## src/rtl/branch_update_queue_if.sv

```systemverilog
// Fetch/execute/predictor-side signal bundle for branch_update_queue.
// The queue sits on the slave side; fetch, execute and the predictor sit on the master side.
interface branch_update_queue_if #(
    parameter int unsigned DEPTH = 8,
    parameter int unsigned PC_W  = 32
);
    localparam int unsigned TAG_W = $clog2(DEPTH);

    logic             flush;
    logic             alloc_valid;
    logic [PC_W-1:0]  alloc_pc;
    logic             alloc_pred;
    logic             alloc_ready;
    logic [TAG_W-1:0] alloc_tag;
    logic             resolve_valid;
    logic [TAG_W-1:0] resolve_tag;
    logic             resolve_taken;
    logic             update_en;
    logic [PC_W-1:0]  update_pc;
    logic             actual_taken;
    logic             update_mispred;
    logic [TAG_W:0]   count;

    modport slave (
        input  flush, alloc_valid, alloc_pc, alloc_pred,
        input  resolve_valid, resolve_tag, resolve_taken,
        output alloc_ready, alloc_tag,
        output update_en, update_pc, actual_taken, update_mispred, count
    );

    modport master (
        output flush, alloc_valid, alloc_pc, alloc_pred,
        output resolve_valid, resolve_tag, resolve_taken,
        input  alloc_ready, alloc_tag,
        input  update_en, update_pc, actual_taken, update_mispred, count
    );
endinterface

```

## src/rtl/branch_update_queue.sv

```systemverilog
// In-order retirement queue for predicted branches: fetch allocates, execute resolves by tag
// in any order, and resolved entries retire from the head as one predictor update per cycle.
module branch_update_queue #(
    parameter int unsigned DEPTH = 8,
    parameter int unsigned PC_W  = 32
) (
    input logic                  clk,
    input logic                  reset,
    branch_update_queue_if.slave bus
);
    localparam int unsigned TAG_W = $clog2(DEPTH);
    localparam logic [TAG_W:0] FullCount = (TAG_W + 1)'(DEPTH);

    logic [DEPTH-1:0] valid_q, valid_d;
    logic [DEPTH-1:0] resolved_q, resolved_d;
    logic [DEPTH-1:0] pred_q, pred_d;
    logic [DEPTH-1:0] taken_q, taken_d;
    logic [PC_W-1:0]  pc_q [DEPTH];
    logic [PC_W-1:0]  pc_d [DEPTH];
    logic [TAG_W-1:0] head_q, head_d;
    logic [TAG_W-1:0] tail_q, tail_d;
    logic [TAG_W:0]   count_q, count_d;
    logic             update_en_q, update_en_d;
    logic [PC_W-1:0]  update_pc_q, update_pc_d;
    logic             actual_taken_q, actual_taken_d;
    logic             update_mispred_q, update_mispred_d;

    logic alloc_fire;
    logic resolve_fire;
    logic retire_fire;

    // All fire conditions look only at registered state, so the head cannot retire on the
    // same edge that resolves it.
    always_comb begin
        alloc_fire   = bus.alloc_valid && (count_q != FullCount);
        retire_fire  = valid_q[head_q] && resolved_q[head_q];
        resolve_fire = bus.resolve_valid && valid_q[bus.resolve_tag]
                       && !resolved_q[bus.resolve_tag];

        valid_d          = valid_q;
        resolved_d       = resolved_q;
        pred_d           = pred_q;
        taken_d          = taken_q;
        pc_d             = pc_q;
        head_d           = head_q;
        tail_d           = tail_q;
        count_d          = count_q;
        update_en_d      = 1'b0;
        update_pc_d      = update_pc_q;
        actual_taken_d   = actual_taken_q;
        update_mispred_d = update_mispred_q;

        if (bus.flush) begin
            valid_d    = '0;
            resolved_d = '0;
            head_d     = '0;
            tail_d     = '0;
            count_d    = '0;
        end else begin
            if (retire_fire) begin
                update_en_d         = 1'b1;
                update_pc_d         = pc_q[head_q];
                actual_taken_d      = taken_q[head_q];
                update_mispred_d    = pred_q[head_q] ^ taken_q[head_q];
                valid_d[head_q]     = 1'b0;
                resolved_d[head_q]  = 1'b0;
                head_d              = head_q + TAG_W'(1);
            end
            if (resolve_fire) begin
                resolved_d[bus.resolve_tag] = 1'b1;
                taken_d[bus.resolve_tag]    = bus.resolve_taken;
            end
            // An allocable tail slot is always invalid, so it never collides with a resolve.
            if (alloc_fire) begin
                valid_d[tail_q]    = 1'b1;
                resolved_d[tail_q] = 1'b0;
                pc_d[tail_q]       = bus.alloc_pc;
                pred_d[tail_q]     = bus.alloc_pred;
                tail_d             = tail_q + TAG_W'(1);
            end
            count_d = count_q + (TAG_W + 1)'(alloc_fire) - (TAG_W + 1)'(retire_fire);
        end
    end

    always_ff @(posedge clk) begin
        if (!reset) begin
            valid_q          <= '0;
            resolved_q       <= '0;
            pred_q           <= '0;
            taken_q          <= '0;
            pc_q             <= '{default: '0};
            head_q           <= '0;
            tail_q           <= '0;
            count_q          <= '0;
            update_en_q      <= 1'b0;
            update_pc_q      <= '0;
            actual_taken_q   <= 1'b0;
            update_mispred_q <= 1'b0;
        end else begin
            valid_q          <= valid_d;
            resolved_q       <= resolved_d;
            pred_q           <= pred_d;
            taken_q          <= taken_d;
            pc_q             <= pc_d;
            head_q           <= head_d;
            tail_q           <= tail_d;
            count_q          <= count_d;
            update_en_q      <= update_en_d;
            update_pc_q      <= update_pc_d;
            actual_taken_q   <= actual_taken_d;
            update_mispred_q <= update_mispred_d;
        end
    end

    assign bus.alloc_ready    = (count_q != FullCount);
    assign bus.alloc_tag      = tail_q;
    assign bus.count          = count_q;
    assign bus.update_en      = update_en_q;
    assign bus.update_pc      = update_pc_q;
    assign bus.actual_taken   = actual_taken_q;
    assign bus.update_mispred = update_mispred_q;

endmodule

```

## src/flat_wrapper.sv

```systemverilog
// flat-port wrapper written by rule: the top's interface ports become plain ports
module branch_update_queue_flat 
#(
    parameter int unsigned DEPTH = 8,
    parameter int unsigned PC_W  = 32
)
  (clk, reset, bus_flush, bus_alloc_valid, bus_alloc_pc, bus_alloc_pred, bus_resolve_valid, bus_resolve_tag, bus_resolve_taken, bus_alloc_ready, bus_alloc_tag, bus_update_en, bus_update_pc, bus_actual_taken, bus_update_mispred, bus_count);
  branch_update_queue_if #(.DEPTH(DEPTH), .PC_W(PC_W)) bus_i ();
  input logic clk;
  input logic reset;
  input wire logic [$bits(bus_i.flush)-1:0] bus_flush;
  input wire logic [$bits(bus_i.alloc_valid)-1:0] bus_alloc_valid;
  input wire logic [$bits(bus_i.alloc_pc)-1:0] bus_alloc_pc;
  input wire logic [$bits(bus_i.alloc_pred)-1:0] bus_alloc_pred;
  input wire logic [$bits(bus_i.resolve_valid)-1:0] bus_resolve_valid;
  input wire logic [$bits(bus_i.resolve_tag)-1:0] bus_resolve_tag;
  input wire logic [$bits(bus_i.resolve_taken)-1:0] bus_resolve_taken;
  output wire logic [$bits(bus_i.alloc_ready)-1:0] bus_alloc_ready;
  output wire logic [$bits(bus_i.alloc_tag)-1:0] bus_alloc_tag;
  output wire logic [$bits(bus_i.update_en)-1:0] bus_update_en;
  output wire logic [$bits(bus_i.update_pc)-1:0] bus_update_pc;
  output wire logic [$bits(bus_i.actual_taken)-1:0] bus_actual_taken;
  output wire logic [$bits(bus_i.update_mispred)-1:0] bus_update_mispred;
  output wire logic [$bits(bus_i.count)-1:0] bus_count;
  assign bus_i.flush = bus_flush;
  assign bus_i.alloc_valid = bus_alloc_valid;
  assign bus_i.alloc_pc = bus_alloc_pc;
  assign bus_i.alloc_pred = bus_alloc_pred;
  assign bus_i.resolve_valid = bus_resolve_valid;
  assign bus_i.resolve_tag = bus_resolve_tag;
  assign bus_i.resolve_taken = bus_resolve_taken;
  assign bus_alloc_ready = bus_i.alloc_ready;
  assign bus_alloc_tag = bus_i.alloc_tag;
  assign bus_update_en = bus_i.update_en;
  assign bus_update_pc = bus_i.update_pc;
  assign bus_actual_taken = bus_i.actual_taken;
  assign bus_update_mispred = bus_i.update_mispred;
  assign bus_count = bus_i.count;
  branch_update_queue #(.DEPTH(DEPTH), .PC_W(PC_W)) u_core (.clk(clk), .reset(reset), .bus(bus_i));
endmodule
```

## config.mk

```make
export PLATFORM = sky130hd
export DESIGN_NAME = branch_update_queue_flat
export DESIGN_NICKNAME = d
export VERILOG_FILES = /design/src/rtl/branch_update_queue_if.sv /design/src/rtl/branch_update_queue.sv /design/src/flat_wrapper.sv
export SDC_FILE = /design/constraint.sdc
export NUM_CORES = 1
export LEC_CHECK = 0
export CORE_MARGIN = 3
export CORE_UTILIZATION = 39
export DETAILED_ROUTE_END_ITERATION = 8
export HOLD_SLACK_MARGIN = 0.02
export SLEW_MARGIN = 0
export SYNTH_ARGS = -nofsm -noshare
export SYNTH_HDL_FRONTEND = slang
export SYNTH_SLANG_ARGS = --single-unit
```

## constraint.sdc

```tcl
create_clock -name clk -period 2.53 [get_ports clk]
set_input_delay 0.506 -clock clk [delete_from_list [all_inputs] [get_ports clk]]
set_output_delay 0.506 -clock clk [all_outputs]
set_load 0.01 [all_outputs]
```

==> flow_summary.toml <==
[sta]
setup_violations = 0
rsz0062_at_grt = "false"
final.setup_skew_ps = 16.08
period_needed_ps = 2425
worst_pin_slew_ps = 811.4
report.final.slew_viol_count = 0
max_freq_mhz = 412.4
min_period_over_period_pct = 95.84
whs_ps = 451.7
hold_violations = 0
relSlewSlack_pct = 45.79

[routing]
top_layer = "met5"
routedWlPerCell_um = 18.75
drt-pass1-iter-count = 7
wl_um = 39210
vias_per_cell = 5.358
vias = 11200
wl_met3_um = 1888
drt-met1-wl_um = 17870
initialDrtViolationCount = 793
drtAntennaViolNets = 0
drc = 0
wl_met2_um = 18560

[final_layout]
fillCellCount = 3410
syn_to_final_growth_pct = 20.18
antenna_cells = 0
nets = 1646
register_area_mm2 = 0.006678
final_cell_mix = "dfxtp_1, nand2_1, nor2_1"
final_cells = 2091
multi_input_area_mm2 = 0.007174
drive_gt1_share_pct = 13.74
final_common_cell = "dfxtp_1"

[worst_setup_path]
path_cells = "mux4_2 > and2_4 > o211ai_1 > inv_1 > ha_4 > inv_2 > ha_4 > inv_2 > fa_2 > nor2_1"
cp_num_buf_inv = 3
critical_path.max_stage_delay_ps = 500
cp_max_fo = 2
crit_family = "adder cells"
worstSetupEndpointType = "flip-flop"
start_kind = "flip-flop"
worstPathArrival_ps = 2850
startpoint = "u_core.head_q[0]$_SDFFE_PP0N_"
rr_startpoint = "u_core.head_q[0]$_SDFFE_PP0N_"
cp_data_required_time_ps = 2960
critPathSlowestCell = "mux4_2"
path_class = "flip-flop to flip-flop"

[die]
die_area_mm2 = 0.03954
die_w_um = 198.9
rows = 70
pin_count = 85
chipHeight_um = 198.9
coreArea_mm2 = 0.03661
initial_core_util_pct = 39.62

[logic_synthesis]
synth_area_leader_cell = "dfxtp_1"
yosysWarnings = 0
synthSimpleGateAreaFrac_pct = 15.20
muxShareOfSynthArea_pct = 21.33
async_flop_share_pct = 0
syn_inst = 1551
syn_avg_cell_area_um2 = 9.352
synthTopCellsByArea = "dfxtp_1, mux2i_1, nand2_1"
synth_top_family_by_area = "multiplexers"
synth_seq_area_share_pct = 45.96
synth_fa_ha_area_share_pct = 0.7418
syn-num-nets = 1601
synth-edff-count = 0
synth_xor_area_share_pct = 0.3019
synth_compound_area_share_pct = 11.27
ys_ff_latch = 333
syn_area_mm2 = 0.01451
synth-main-ff-cell = "dfxtp_1"
synth_top_area_share_pct = 45.96
synth_cell_types = 54

[run]
drv_cap = 0

[clock_network]
ctsResizeCount = 1
clkTransAtPathRegs_ps = 60
cts_root_buf = "clkbuf_16"
clock_latency_ps = 540
cts_buffers = 37
cts.sinks = 333
clock_path_buffers = 3
cts_post_setup_buffers_inserted = 0
cts_tree = "built"
cts_hold_buffers = 0
h-tree-depth = 2

[run_status]
status = "finished clean"

[worst_hold_path]
min_from = "u_core.pc_q[75]$_SDFFE_PN0P_"
hold_path.class = "flip-flop to flip-flop"

[place]
dp_cells = 2025
dp_hpwl_um = 23690
gp_congestion = 0.8546
io_buffers = 84

[grt]
grt_util_all_layers_pct = 19.95
grt_pass1_vias = 11040
grt_max_degree = 83
antenna_found_initial = 2
grt-ovfl-total = 0
grt_pass1_wl_um = 62400

[power]
power_density_mw_per_mm2 = 657.5
vdd_drop_max_mv = 0.5183
power.leakage_nw = 5.736
p_total_mw = 11.46
## power by group
group | switching, mW | total (mW) | leakage (nW) | internal (mW)
combinational | 0.290 | 0.488 | 2.41 | 0.199
sequential | 0.0225 | 5.30 | 2.69 | 5.28
clock | 2.19 | 5.67 | 0.637 | 3.48
total | 2.51 | 11.5 | 5.74 | 8.95
## cell type report
cell class              instances  area share, %
well taps                     468          3.359
flip-flops and latches        333          38.31
clock inverters                11          1.055
repair buffers                154          9.360
inverters                      15         0.3661
multi-input cells            1055          41.16
clock buffers                  55          6.395
## per-layer routing
metal  GRT usage (%)  vias to the layer above
li1                -                     5442
met4           5.284                        4
met3           3.320                       65
met2           33.18                      263
met5               0                        -
met1           27.05                     5429
## through the flow
stage                     cell area, µm²  TNS, ps  util [%]  setup slack (ps)
after floorplan                    14540   -170.3         -            -81.17
after global placement             16130        0     44.05             119.3
after detailed placement           16130        0     44.05             95.06
after CTS                          17430        0     47.61             5.851
after global routing               17430        0     47.61             21.76
final                              17430        0     47.61             105.3
## cells by family after synthesis
group,count (synthesis)
and+or+nand+nor,541
DFF,333
muxes,257
AOI/OAI and AO/OA,244
buffers and inverters,163
adders and majority gates,8
xor gates and xnor gates,5
## worst min-delay path: stages, from the launching register on
cell and delay (ps):
dfxtp_1 300, nand2_1 50, a21oi_1 50
## state kept, by name (all words and copies together), names as in the netlist
register,cells
u_core.resolved_q,8
u_core.pc_q,256
u_core.bus.count,4
u_core.bus.update_mispred,1
u_core.taken_q,8
u_core.head_q,3
u_core.bus.update_en,1
u_core.bus.update_pc,32
u_core.bus.actual_taken,1
u_core.valid_q,8
u_core.pred_q,8
u_core.bus.alloc_tag,3
## Yosys cell counts, types with 16 or more instances
cell type / n
a21oi_1: 123
nand3_1: 24
a211oi_2: 16
a22oi_1: 16
nand2_1: 249
mux2i_1: 209
o21ai_0: 20
buf_2: 35
nor2_1: 223
mux4_2: 41
clkbuf_1: 92
dfxtp_1: 333
## final timing paths
kind | end | slack, ps | depth (start not counted)
setup reg to reg | u_core.bus.count[1]$_SDFF_PP0_ | 110 | 10
hold reg to reg | u_core.pc_q[75]$_SDFFE_PN0P_ | 450 | 2
setup / recovery | u_core.bus.count[1]$_SDFF_PP0_ | 110 | 10
hold / removal | u_core.pc_q[75]$_SDFFE_PN0P_ | 450 | 2
Power figures use the tool's default switching activity.
